--- src/rtl/dmem_arbiter.sv ---
// Two-port round-robin arbiter in front of the single-port CPU data memory.
// Bounded bursts per port, one access per cycle, registered read response.
module dmem_arbiter #(
    parameter int unsigned ADDR_W    = 10,
    parameter int unsigned DATA_W    = 32,
    parameter int unsigned BURST_MAX = 4
) (
    input  logic              clk,
    input  logic              rst_n,

    input  logic              req0_valid,
    output logic              req0_ready,
    input  logic              req0_we,
    input  logic [ADDR_W-1:0] req0_addr,
    input  logic [DATA_W-1:0] req0_wdata,
    output logic              rsp0_valid,
    output logic [DATA_W-1:0] rsp0_rdata,

    input  logic              req1_valid,
    output logic              req1_ready,
    input  logic              req1_we,
    input  logic [ADDR_W-1:0] req1_addr,
    input  logic [DATA_W-1:0] req1_wdata,
    output logic              rsp1_valid,
    output logic [DATA_W-1:0] rsp1_rdata,

    output logic [ADDR_W-1:0] mem_addr,
    output logic              mem_we,
    output logic [DATA_W-1:0] mem_wdata,
    input  logic [DATA_W-1:0] mem_rd
);

    localparam int unsigned CntW = (BURST_MAX < 1) ? 1 : $clog2(BURST_MAX + 1);
    localparam logic [CntW-1:0] CntMax = CntW'(BURST_MAX);
    localparam logic [CntW-1:0] CntOne = CntW'(1);

    // owner_q: 1 selects port 1
    logic            owner_q, owner_d;
    logic [CntW-1:0] cnt_q, cnt_d;
    logic            gnt0, gnt1;
    logic            rd0, rd1;

    logic              rsp0_valid_q, rsp1_valid_q;
    logic [DATA_W-1:0] rsp0_rdata_q, rsp1_rdata_q;

    // Grants are forced low while reset is held so nothing reaches memory.
    always_comb begin
        gnt0 = 1'b0;
        gnt1 = 1'b0;
        if (rst_n) begin
            if (req0_valid && req1_valid) begin
                if ((cnt_q != '0) && (cnt_q < CntMax)) begin
                    gnt0 = ~owner_q;
                    gnt1 = owner_q;
                end else begin
                    gnt0 = owner_q;
                    gnt1 = ~owner_q;
                end
            end else begin
                gnt0 = req0_valid;
                gnt1 = req1_valid;
            end
        end
    end

    always_comb begin
        owner_d = owner_q;
        cnt_d   = '0;
        if (gnt0 || gnt1) begin
            if (gnt1 == owner_q) begin
                cnt_d = (cnt_q == CntMax) ? cnt_q : cnt_q + CntOne;
            end else begin
                owner_d = gnt1;
                cnt_d   = CntOne;
            end
        end
    end

    always_comb begin
        mem_addr  = gnt1 ? req1_addr  : req0_addr;
        mem_wdata = gnt1 ? req1_wdata : req0_wdata;
        mem_we    = (gnt0 && req0_we) || (gnt1 && req1_we);
        rd0       = gnt0 && !req0_we;
        rd1       = gnt1 && !req1_we;
    end

    always_ff @(posedge clk or negedge rst_n) begin
        if (!rst_n) begin
            owner_q      <= 1'b1;
            cnt_q        <= '0;
            rsp0_valid_q <= 1'b0;
            rsp1_valid_q <= 1'b0;
            rsp0_rdata_q <= '0;
            rsp1_rdata_q <= '0;
        end else begin
            owner_q      <= owner_d;
            cnt_q        <= cnt_d;
            rsp0_valid_q <= rd0;
            rsp1_valid_q <= rd1;
            if (rd0) begin
                rsp0_rdata_q <= mem_rd;
            end
            if (rd1) begin
                rsp1_rdata_q <= mem_rd;
            end
        end
    end

    assign req0_ready = gnt0;
    assign req1_ready = gnt1;
    assign rsp0_valid = rsp0_valid_q;
    assign rsp1_valid = rsp1_valid_q;
    assign rsp0_rdata = rsp0_rdata_q;
    assign rsp1_rdata = rsp1_rdata_q;

endmodule

--- config.mk ---
export PLATFORM = sky130hd
export DESIGN_NAME = dmem_arbiter
export DESIGN_NICKNAME = d
export VERILOG_FILES = /design/src/rtl/dmem_arbiter.sv
export SDC_FILE = /design/constraint.sdc
export NUM_CORES = 1
export LEC_CHECK = 0
export BUFFER_PORTS_ARGS = -buffer_cell sky130_fd_sc_hd__buf_2
export CAP_MARGIN = 20
export CORE_UTILIZATION = 42
export CTS_CLUSTER_DIAMETER = 50
export DETAILED_ROUTE_END_ITERATION = 8
export GPL_ROUTABILITY_DRIVEN = 0
export PLACE_DENSITY = 0.81
export RECOVER_POWER = 100
export SLEW_MARGIN = 20
export SYNTH_ARGS = -nofsm -noshare
export SYNTH_HDL_FRONTEND = slang
export SYNTH_SLANG_ARGS = --single-unit
--- constraint.sdc ---
create_clock -name clk -period 2.54 [get_ports clk]
set_input_delay 0 -clock clk [delete_from_list [all_inputs] [get_ports clk]]
set_output_delay 0 -clock clk [all_outputs]
set_load 0.02 [all_outputs]
# Yosys cells after proc, flatten, opt, wreduce, memory -nomap -nowiden
# Index checks and enable logic that the tools add are counted.
# classes
addsub	1
n_mul	0
div_mod_pow	0
order_cmp	1
eq_ne	3
shift	0
n_mux	11
n_bitwise	2
n_reduce_logical	12
# op_table
op	count
32-bit two-way mux	1
10-bit two-way mux	1
3-bit two-way mux	3
1-bit logical AND	6
1-bit two-way mux	6
3-bit by 1-bit adder with 3-bit output, second input constant	1
3-bit equality test, second input constant	1
3-bit less-than comparator, second input constant	1
3-bit inequality test, second input constant	1
3-bit nonzero test	1
1-bit logical NOT	2
1-bit logical OR	2
1-bit NOT	2
2-bit AND reduction	1
1-bit equality test	1
# totals
register_bits	70
latch_bits	0
ramBits	0
romBits	0
inputBits	122
word_cells	36
memories	0

# Depth between registers and ports, before layout
# Gate-level depths: netlist (run 1).
# depth
ltp_word	8
depth_mapped	8

# Worst setup path before layout (run 1)
# OpenSTA, ideal clock, no wires.
# synth_path
path_type	reg-to-reg
start	reg cnt_q[0]
end	reg rsp0_rdata_q[10], in the netlist rsp0_rdata[10]
setup_time_ps	125
arrival_time_ps	1968
required_time_ps	2415
slack_ps	447
path_stages_with_launch	9
path_buffers	2
cell_sequence	dfrtp_1 inv_1 ha_1 o21a_1 o311a_4 nor2b_4 buf_6 buf_6 mux2_4
# synth_via
elab_chain_len	6
# synth_rtl
item	line_no	rtl
start, declared	39	logic [CntW-1:0] cnt_q, cnt_d;
start signal, assigned	97	cnt_q <= cnt_d;
3-bit less-than comparator or 3-bit nonzero test (tied branches)	52	if ((cnt_q != '0) && (cnt_q < CntMax)) begin
1-bit logical AND (*)	52	
1-bit two-way mux (*)	52	
1-bit two-way mux (*)	51	if (req0_valid && req1_valid) begin
1-bit two-way mux (*)	50	if (rst_n) begin
via req0_ready	12	output logic req0_ready,
1-bit logical AND (*)	83	rd0 = gnt0 && !req0_we;
end signal, assigned	101	rsp0_rdata_q <= mem_rd;
end, declared	44	logic [DATA_W-1:0] rsp0_rdata_q, rsp1_rdata_q;
# The timed path passes the listed nets; every way through them passes the cells marked *.
# A chain may end at the register's enable or synchronous reset.

# Worst setup path after layout (run 1)
# layout_path
start	reg cnt_q[0]
end	out mem_wdata[22]
# layout_via
elab_chain_len	6
# layout_rtl
item	line_no	rtl
3-bit less-than comparator or 3-bit nonzero test (tied branches)	52	
1-bit logical AND (*)	52	
1-bit two-way mux (*)	52	
1-bit two-way mux (*)	51	
1-bit two-way mux (*)	50	
32-bit two-way mux (*)	81	mem_wdata = gnt1 ? req1_wdata : req0_wdata;
end, declared	29	output logic [DATA_W-1:0] mem_wdata,
# Mark *: on every way between the ends. The rest lies on a longest branch, timed or not.

==> summary by stage, run 1 <==
Worst hold path
The path with the worst hold slack has its endpoint at rsp0_valid$_DFF_PN0_. The cell depth of the worst min-delay path is 3. In this run the worst hold path is classified as in2reg. In this run the most critical hold path is launched from req0_we.

Setup path
The worst-case register-to-register setup slack is between 300 and 400 ps. The worst reg-to-reg path cell count is 7. STA classifies the critical path endpoint as an output pin.

In this run the critical register-to-register path is launched from cnt_q[0]$_DFFE_PN0P_. The endpoint required time on the critical path is between 2000 and 3000 ps. In this run the worst setup path begins at cnt_q[0]$_DFFE_PN0P_. STA puts the critical path data arrival time at 2330 ps. The largest fanout of any net on the critical path is 20. The destination of the worst register-to-register timing path is rsp0_rdata[19]$_DFFE_PN0P_. The startpoint type of the worst setup path is a register. The worst setup path category is reg2out.

Synthesis
The synthesized cell area is 0.00338 mm2. The share of synthesized area in the top cell type comes to 0.510. The share of the Yosys chip area taken by registers is 0.518. Of all cell types, the one taking the most synthesized area is sky130_fd_sc_hd__dfrtp_1.

The count of synthesis-stage warnings from yosys is 0. In this run, synthesis inferred 0 flip-flops with an integrated enable. Sorting the synthesized cells by how often they occur yields sky130_fd_sc_hd__mux2_2, sky130_fd_sc_hd__dfrtp_1, sky130_fd_sc_hd__mux2_4. The number of unique standard cell types used by synthesis is 24. The post-synthesis net count is ~350. A synthesized cell averages approximately 15 um2. The register bit count reported by yosys is 70.

The main flop type after synthesis is sky130_fd_sc_hd__dfrtp_1. The number of cells produced by synthesis is 227. For this run, asynchronously set or reset flops after synthesis account for 1.00. After synthesis, the cell types taking the most area are sky130_fd_sc_hd__dfrtp_1, sky130_fd_sc_hd__mux2_2, sky130_fd_sc_hd__mux2_4, sky130_fd_sc_hd__buf_6, sky130_fd_sc_hd__buf_2. The most numerous cell in the Yosys netlist is sky130_fd_sc_hd__mux2_2.

Detailed routing
The first routing iteration left 106 violations. For this block, the via count after detailed routing is just under 3,000. The total length of routed wires is 10,200 um.

Using the TritonRoute via totals, the vias-per-cell ratio works out to between 4 and 5. In this run the remaining antenna-violating nets after routing total 0. The first TritonRoute pass finished after 4 iterations.

The residual DRC count is 0. In the final routed layout, each cell accounts on average for 16.9 um.

Clock network
The total CTS buffers is 9. The clock-pin slew on the worst setup and hold paths is 70 ps. The buffer type at the clock tree root is sky130_fd_sc_hd__clkbuf_8. CTS built an H-tree with a depth of 3. Clock tree synthesis found a total of 70 sinks. The clock passes through at most 2 buffers. The clock latency at the later pin of the worst-skew pair is 340 ps.

The clock tree from TritonCTS is yes.

Global route
The initial antenna violation count is 1. The via count of the first global-routing pass is 3,018. Across every metal layer, demand over resource in global routing totals 0.234. The residual overflow from global routing is 0.

Entering global routing, the biggest net connects between 60 and 70 pins. The first global-routing pass estimated 15,000 um of wire.

Die
The y dimension of the die is 91.8 um. For this configuration, the core starts out at a cell density of 0.436. Pin placement for this block handled 233 I/O pins. The total area inside the core boundary comes to between 0.007 and 0.008 mm2.

The overall die width is 91.8 um. The die covers 0.00842 mm2. After floorplanning, the core was divided into 32 placement rows.

Finish
The fraction of the core area covered by cells at the end of the flow is 0.639. The multi-input combinational cell area is 0.00141 mm2. Of the cells placed in the final design, the portion with a size suffix greater than 1 is 0.508. The count of inserted antenna diode cells is 0. The final design area excluding fillers is 0.00497 mm2. The synthesis-to-layout area growth is 46.8%. After filler insertion, the fill cell instance count of the layout stands at 677. The net count of the finished layout is 621. Across the whole layout, storage elements account for approximately 0.0018 mm2.

Timing
Setup violations remaining at the end of the flow were counted as 0. Setup repair after global routing left no endpoint under its margin. The final hold violation count is 0. The setup TNS is 0 ps. Across the routed clock network, the largest skew measured is 10.7 ps. The fraction of the cycle the final worst path needs is 0.919.

The worst path in the final design needs a cycle of 2330 ps, including I/O delays and setup. The relative max-transition margin is 0.0523. The max-slew violation count is 0.

The actual slew at the worst max-slew pin is approximately 1400 ps. The worst hold slack after final layout is 58.1 ps. Static timing analysis puts the maximum clock frequency at 429 MHz.

Placed design
The number of port buffers is about 230. The detailed placer's ending HPWL is 7230 um. The instance area at placement is 0.00465 mm2.

Outcome
The flow ran to the end, and the final reports show no timing, DRC or antenna violations.

Job
Across the run, the number of max-cap violations was 0.

Pwr
IR analysis of the VDD net gives a maximum drop of 0.459 mV. The analysis attributes to cell leakage a power of about 0.0024 uW. The cell area power density is 762 mW/mm2.
-- metrics by stage --
step / instances / total power [uW] / setup WS [ps]
2_1_floorplan: 227 / 2530 / 447
3_3_place_gp: 552 / 3060 / 424
3_5_place_dp: 552 / 3100 / 344
4_1_cts: 599 / 3980 / 69.3
5_1_grt: 602 / 3980 / 65.1
6_report: 602 / 3780 / 207
-- registers in the layout (all words and copies together), names as in the netlist --
signal	flops
rsp0_rdata	32
rsp1_rdata	32
cnt_q	3
owner_q	1
rsp0_valid	1
rsp1_valid	1
-- cells in the final DEF, fill, tap and decap left out, types with 4 or more instances in the layout --
cell,instances
sky130_fd_sc_hd__inv_1,8
sky130_fd_sc_hd__mux2_1,26
sky130_fd_sc_hd__nand2_1,5
sky130_fd_sc_hd__dlygate4sd3_1,33
sky130_fd_sc_hd__mux2_2,77
sky130_fd_sc_hd__clkbuf_1,85
sky130_fd_sc_hd__clkbuf_8,9
sky130_fd_sc_hd__a21oi_1,4
sky130_fd_sc_hd__clkbuf_2,24
sky130_fd_sc_hd__buf_2,127
sky130_fd_sc_hd__dfrtp_1,69
-- cells by family (layout without fill, tap and decap cells) --
group / after synthesis / count (layout) / synth area share
and+or+nand+nor: 15 / 15 / 0.0229
muxes: 107 / 107 / 0.388
adders and majority gates: 2 / 2 / 0.00740
buffers and inverters: 21 / 294 / 0.0370
AOI/OAI and AO/OA: 12 / 12 / 0.0266
DFF: 70 / 70 / 0.518
-- worst max-delay path, cell delays in order (launching register included) --
cell                      delay (ps)
sky130_fd_sc_hd__dfrtp_1         390
sky130_fd_sc_hd__inv_1            80
sky130_fd_sc_hd__ha_2            230
sky130_fd_sc_hd__o21a_1          220
sky130_fd_sc_hd__o21ai_2         210
sky130_fd_sc_hd__nand3_4         150
sky130_fd_sc_hd__buf_6           230
sky130_fd_sc_hd__mux2_2          310
sky130_fd_sc_hd__buf_2           170
-- repair_timing --
item / in CTS / in global routing
endpoints found under the setup margin: 1 / 40
buffers inserted: 0 / 2
hold buffers: 33 / 0
resized for setup: 1 / 3
cloned: 0 / 1
pin swaps: 0 / 1
endpoints found under the hold margin: 68 / 0
-- power by group --
| group | leakage (uW) | switching [uW] | internal [uW] | total (uW) |
|---|---|---|---|---|
| Combinational | 0.00143 | 848 | 541 | 1390 |
| Sequential | 0.000838 | 164 | 1410 | 1580 |
| Clock | 0.0000863 | 377 | 443 | 819 |
-- layer usage --
metal | GRT usage | part of all wire | wire length, um | vias up
li1 | - | - | - | 1349
met1 | 0.297 | 0.42 | 4310 | 1421
met2 | 0.387 | 0.48 | 4920 | 125
met3 | 0.0705 | 0.072 | 733 | 20
met4 | 0.0651 | 0.018 | 187 | 2
met5 | 0 | 0.0013 | 13 | -
-- worst max-delay path by stage --
stage,depth (start not counted),end
after global routing,8,mem_addr[7]
after global placement,7,rsp0_rdata[1]$_DFFE_PN0P_
after floorplan,8,rsp0_rdata[10]$_DFFE_PN0P_
final,8,mem_wdata[22]
after detailed placement,7,rsp0_rdata[31]$_DFFE_PN0P_
after CTS,8,mem_wdata[22]
-- layout make-up --
| class | instances | share of cell area |
|---|---|---|
| inverter | 8 | 0.00605 |
| sequential | 70 | 0.353 |
| clock inverter | 2 | 0.00705 |
| clock buffer | 12 | 0.0272 |
| tap | 102 | 0.0257 |
| timing repair buffer | 272 | 0.296 |
| multi-input combinational | 136 | 0.285 |
Power figures use the tool's default switching activity.
==> inputs of run 2 (changes only) <==
==> constraint.sdc (replaced) <==
create_clock -name clk -period 2.54 [get_ports clk]
set_input_delay 0.508 -clock clk [delete_from_list [all_inputs] [get_ports clk]]
set_output_delay 0.508 -clock clk [all_outputs]
set_load 0.02 [all_outputs]
==> summary by stage, run 2 (synthesized netlist as in run 1, its figures left out) <==
Setup path
The startpoint type of the worst setup path is a register (unchanged). The endpoint required time on the critical path is 2030 ps (was 2540 ps). The critical path's top delay family is buffers and inverters (unchanged).

The largest fanout of any net on the critical path is 6 (was 20). The launching element of the worst setup path is cnt_q[0]$_DFFE_PN0P_ (unchanged). The last element of the critical path is mem_addr[1] (was mem_wdata[22]). The destination of the worst register-to-register timing path is rsp0_rdata[29]$_DFFE_PN0P_ (was rsp0_rdata[19]$_DFFE_PN0P_). The number of buffers and inverters on the critical path came to 4 (was 3).

The logic depth of the worst setup path including buffers is 9 (was 8). The slowest cell on the critical path is sky130_fd_sc_hd__dfrtp_1 (unchanged). The data arrival time of the critical path is 2240 ps (was 2330 ps). The worst setup path category is reg2out (unchanged).

Cell breakdown of the critical path: inv_2 > ha_4 > o21a_1 > o21ai_2 > nand3_4 > buf_12 > clkbuf_16 > mux2_2 > buf_6 (was inv_1 > ha_2 > o21a_1 > o21ai_2 > nand3_4 > buf_6 > mux2_2 > buf_2). The type of element capturing the critical path is an output pin (unchanged). The worst reg-to-reg path cell count is 8 (was 7). The worst-case register-to-register setup slack is 420 ps (was 370 ps). The critical path's largest stage delay was 380 ps (was 390 ps).

The launch point of the worst reg-to-reg path is cnt_q[0]$_DFFE_PN0P_ (unchanged).

Global route
The global-route total usage across every layer is 0.241 (was 0.234). The wire length of the first global-routing pass is 15,300 um (was 15,000 um). The initial antenna violation count was 1 (unchanged).

The largest net degree at the start of global routing is 67 (unchanged). The via count of the first global-routing pass is 2,964 (was 3,018). The residual overflow from global routing was 0 (unchanged).

Placed design
The instance area at placement is 0.00467 mm2 (was 0.00465 mm2). The post-placement worst setup slack is 58.1 ps (was 344 ps). The cell total after placement was 555 (was 552). The number of port buffers is 232 (unchanged). The detailed placer's ending HPWL is 7520 um (was 7230 um).

Outcome
Outcome: finished, violations left (was complete, no violations). The final reports fail on capacitance limit, slew limit, setup timing.

Die
The y dimension of the die is 91.8 um (unchanged). The overall die width is 91.8 um (unchanged). The number of primary I/O pins is 233 (unchanged).

The area of the core region was 0.00777 mm2 (unchanged). The total number of placement rows is 32 (unchanged). The initial core utilization is 0.436 (unchanged). The area enclosed by the die boundary was 0.00842 mm2 (unchanged).

Job
The number of maximum-capacitance constraint violations was 1 (was 0).

Timing
The max-slew violation count is 67 (was 0). Unrepaired setup endpoints after global routing: yes (was no). The clock period minus final worst setup slack is 2740 ps (was 2330 ps).

The final-report setup violation count is 43 (was 0). The final worst setup slack is -205 ps (was 207 ps). The fraction of the cycle the final worst path needs is 1.08 (was 0.919). The worst clock skew on the final layout was 9.76 ps (was 10.7 ps). The actual slew at the worst max-slew pin is 1580 ps (was 1420 ps).

The final hold violation count is 0 (unchanged). The relative max-transition margin is -0.0534 (was 0.0523). The maximum achievable frequency is 364 MHz (was 429 MHz). The worst hold slack after final layout was 242 ps (was 58.1 ps).

Finish
The fraction of layout cells with a size suffix above 1 was 0.679 (was 0.508). The multi-input combinational cell area came to 0.00156 mm2 (was 0.00141 mm2). The count of filler cells inserted in the layout is 608 (was 677).

The flip-flop and latch area is 0.00175 mm2 (unchanged). The synthesis-to-layout area growth is 55.8% (was 46.8%). The commonest non-fill, non-tap cell in the layout was sky130_fd_sc_hd__buf_2 (unchanged). The final design area excluding fillers came to 0.00527 mm2 (was 0.00497 mm2). Most used cells in the layout excluding fill and tap cells: sky130_fd_sc_hd__buf_2, sky130_fd_sc_hd__mux2_2, sky130_fd_sc_hd__dfrtp_1, sky130_fd_sc_hd__clkbuf_1, sky130_fd_sc_hd__buf_6 (was sky130_fd_sc_hd__buf_2, sky130_fd_sc_hd__clkbuf_1, sky130_fd_sc_hd__mux2_2, sky130_fd_sc_hd__dfrtp_1, sky130_fd_sc_hd__dlygate4sd3_1). The fraction of the core area covered by cells at the end of the flow is 0.678 (was 0.639). The net count of the finished layout came to 599 (was 621). The count of non-filler cells in the finished layout was 584 (was 602).

Detailed routing
The total length of routed wires is 11,000 um (was 10,200 um). The vias per cell was 5.00 (was 4.85). The number of DRC markers in iteration 0 is 84 (was 106). The average detailed-routed wire length per instance is 18.8 um (was 16.9 um). The number of vias in the routed layout came to 2,920 (was 2,917). The detailed-router iteration count before antenna repair came to 4 (unchanged). The number of nets with antenna violations after routing is 0 (unchanged). The residual DRC count is 0 (unchanged).

Clock network
The buffer type at the clock tree root is sky130_fd_sc_hd__clkbuf_8 (unchanged). The clock tree buffer depth is 2 (unchanged). The clock latency at the later pin of the worst-skew pair is 330 ps (was 340 ps). The quantity of hold-fixing buffers added after cts came to 0 (was 33). The total CTS buffers is 9 (unchanged). The number of H-tree levels is 3 (unchanged). The clock tree from TritonCTS was yes (unchanged).

The clock-pin slew on the worst setup and hold paths is 70 ps (about the same). The number of sinks driven by the clock tree is 70 (unchanged).

Pwr
The maximum vdd ir drop came to 0.608 mV (was 0.459 mV). The cell area power density is 783 mW/mm2 (was 762 mW/mm2). The static leakage was 0.00258 uW (was 0.00236 uW).

Worst hold path
The type of the worst min-delay path is in2async (was in2reg).
run 2: changes by cell type in the layout (fill, tap and decap cells not counted), moves of 10 or more:
cell	before	now
sky130_fd_sc_hd__buf_2	127	137
sky130_fd_sc_hd__buf_6	2	40
sky130_fd_sc_hd__clkbuf_1	85	56
sky130_fd_sc_hd__clkbuf_2	24	1
sky130_fd_sc_hd__dlygate4sd3_1	33	0
sky130_fd_sc_hd__mux2_1	26	0
sky130_fd_sc_hd__mux2_4	3	31
run 2: final cells by class:
type / count / share of cell area
flip-flops and latches: 70 / 0.333
repair buffers: 250 / 0.302
multi-input cells: 136 / 0.295
clock buffers: 10 / 0.0261
well taps: 102 / 0.0242
clock inverters: 6 / 0.0131
inverters: 8 / 0.00570
diodes: 2 / 0.000950
run 2: what timing repair did:
action | CTS | global route
setup buffers | 5 | 2
cloned | 3 | 2
resized for setup | 44 | 49
pin swaps | 4 | 2
setup endpoints to repair | 43 | 44
run 2: worst min-delay path by stage:
| stage | from | end |
|---|---|---|
| final | rst_n | cnt_q[0]$_DFFE_PN0P_ |
| after CTS | rst_n | cnt_q[0]$_DFFE_PN0P_ |
| after floorplan | rst_n | cnt_q[0]$_DFFE_PN0P_ |
| after detailed placement | rst_n | cnt_q[0]$_DFFE_PN0P_ |
| after global placement | rst_n | cnt_q[0]$_DFFE_PN0P_ |
| after global routing | rst_n | cnt_q[0]$_DFFE_PN0P_ |
run 2: through the flow:
step | setup TNS, ps | total power, uW
global route | -10090 | 4310
finish | -6690 | 4130
CTS | -5210 | 4150
detailed placement | 0 | 3120
floorplan | 0 | 2530
global placement | 0 | 3060
run 2: per-layer routing:
layer  up-vias  global-route usage  part of all wire
li1       1309                   -                 -
met1      1467               0.311              0.42
met2       131               0.402              0.50
met3        13              0.0572             0.062
met4         0              0.0742             0.015
met5         -                   0                 0
run 2: where the power goes:
group,switching [uW],internal (uW)
registers,171,1410
logic,881,744
clock network,432,487
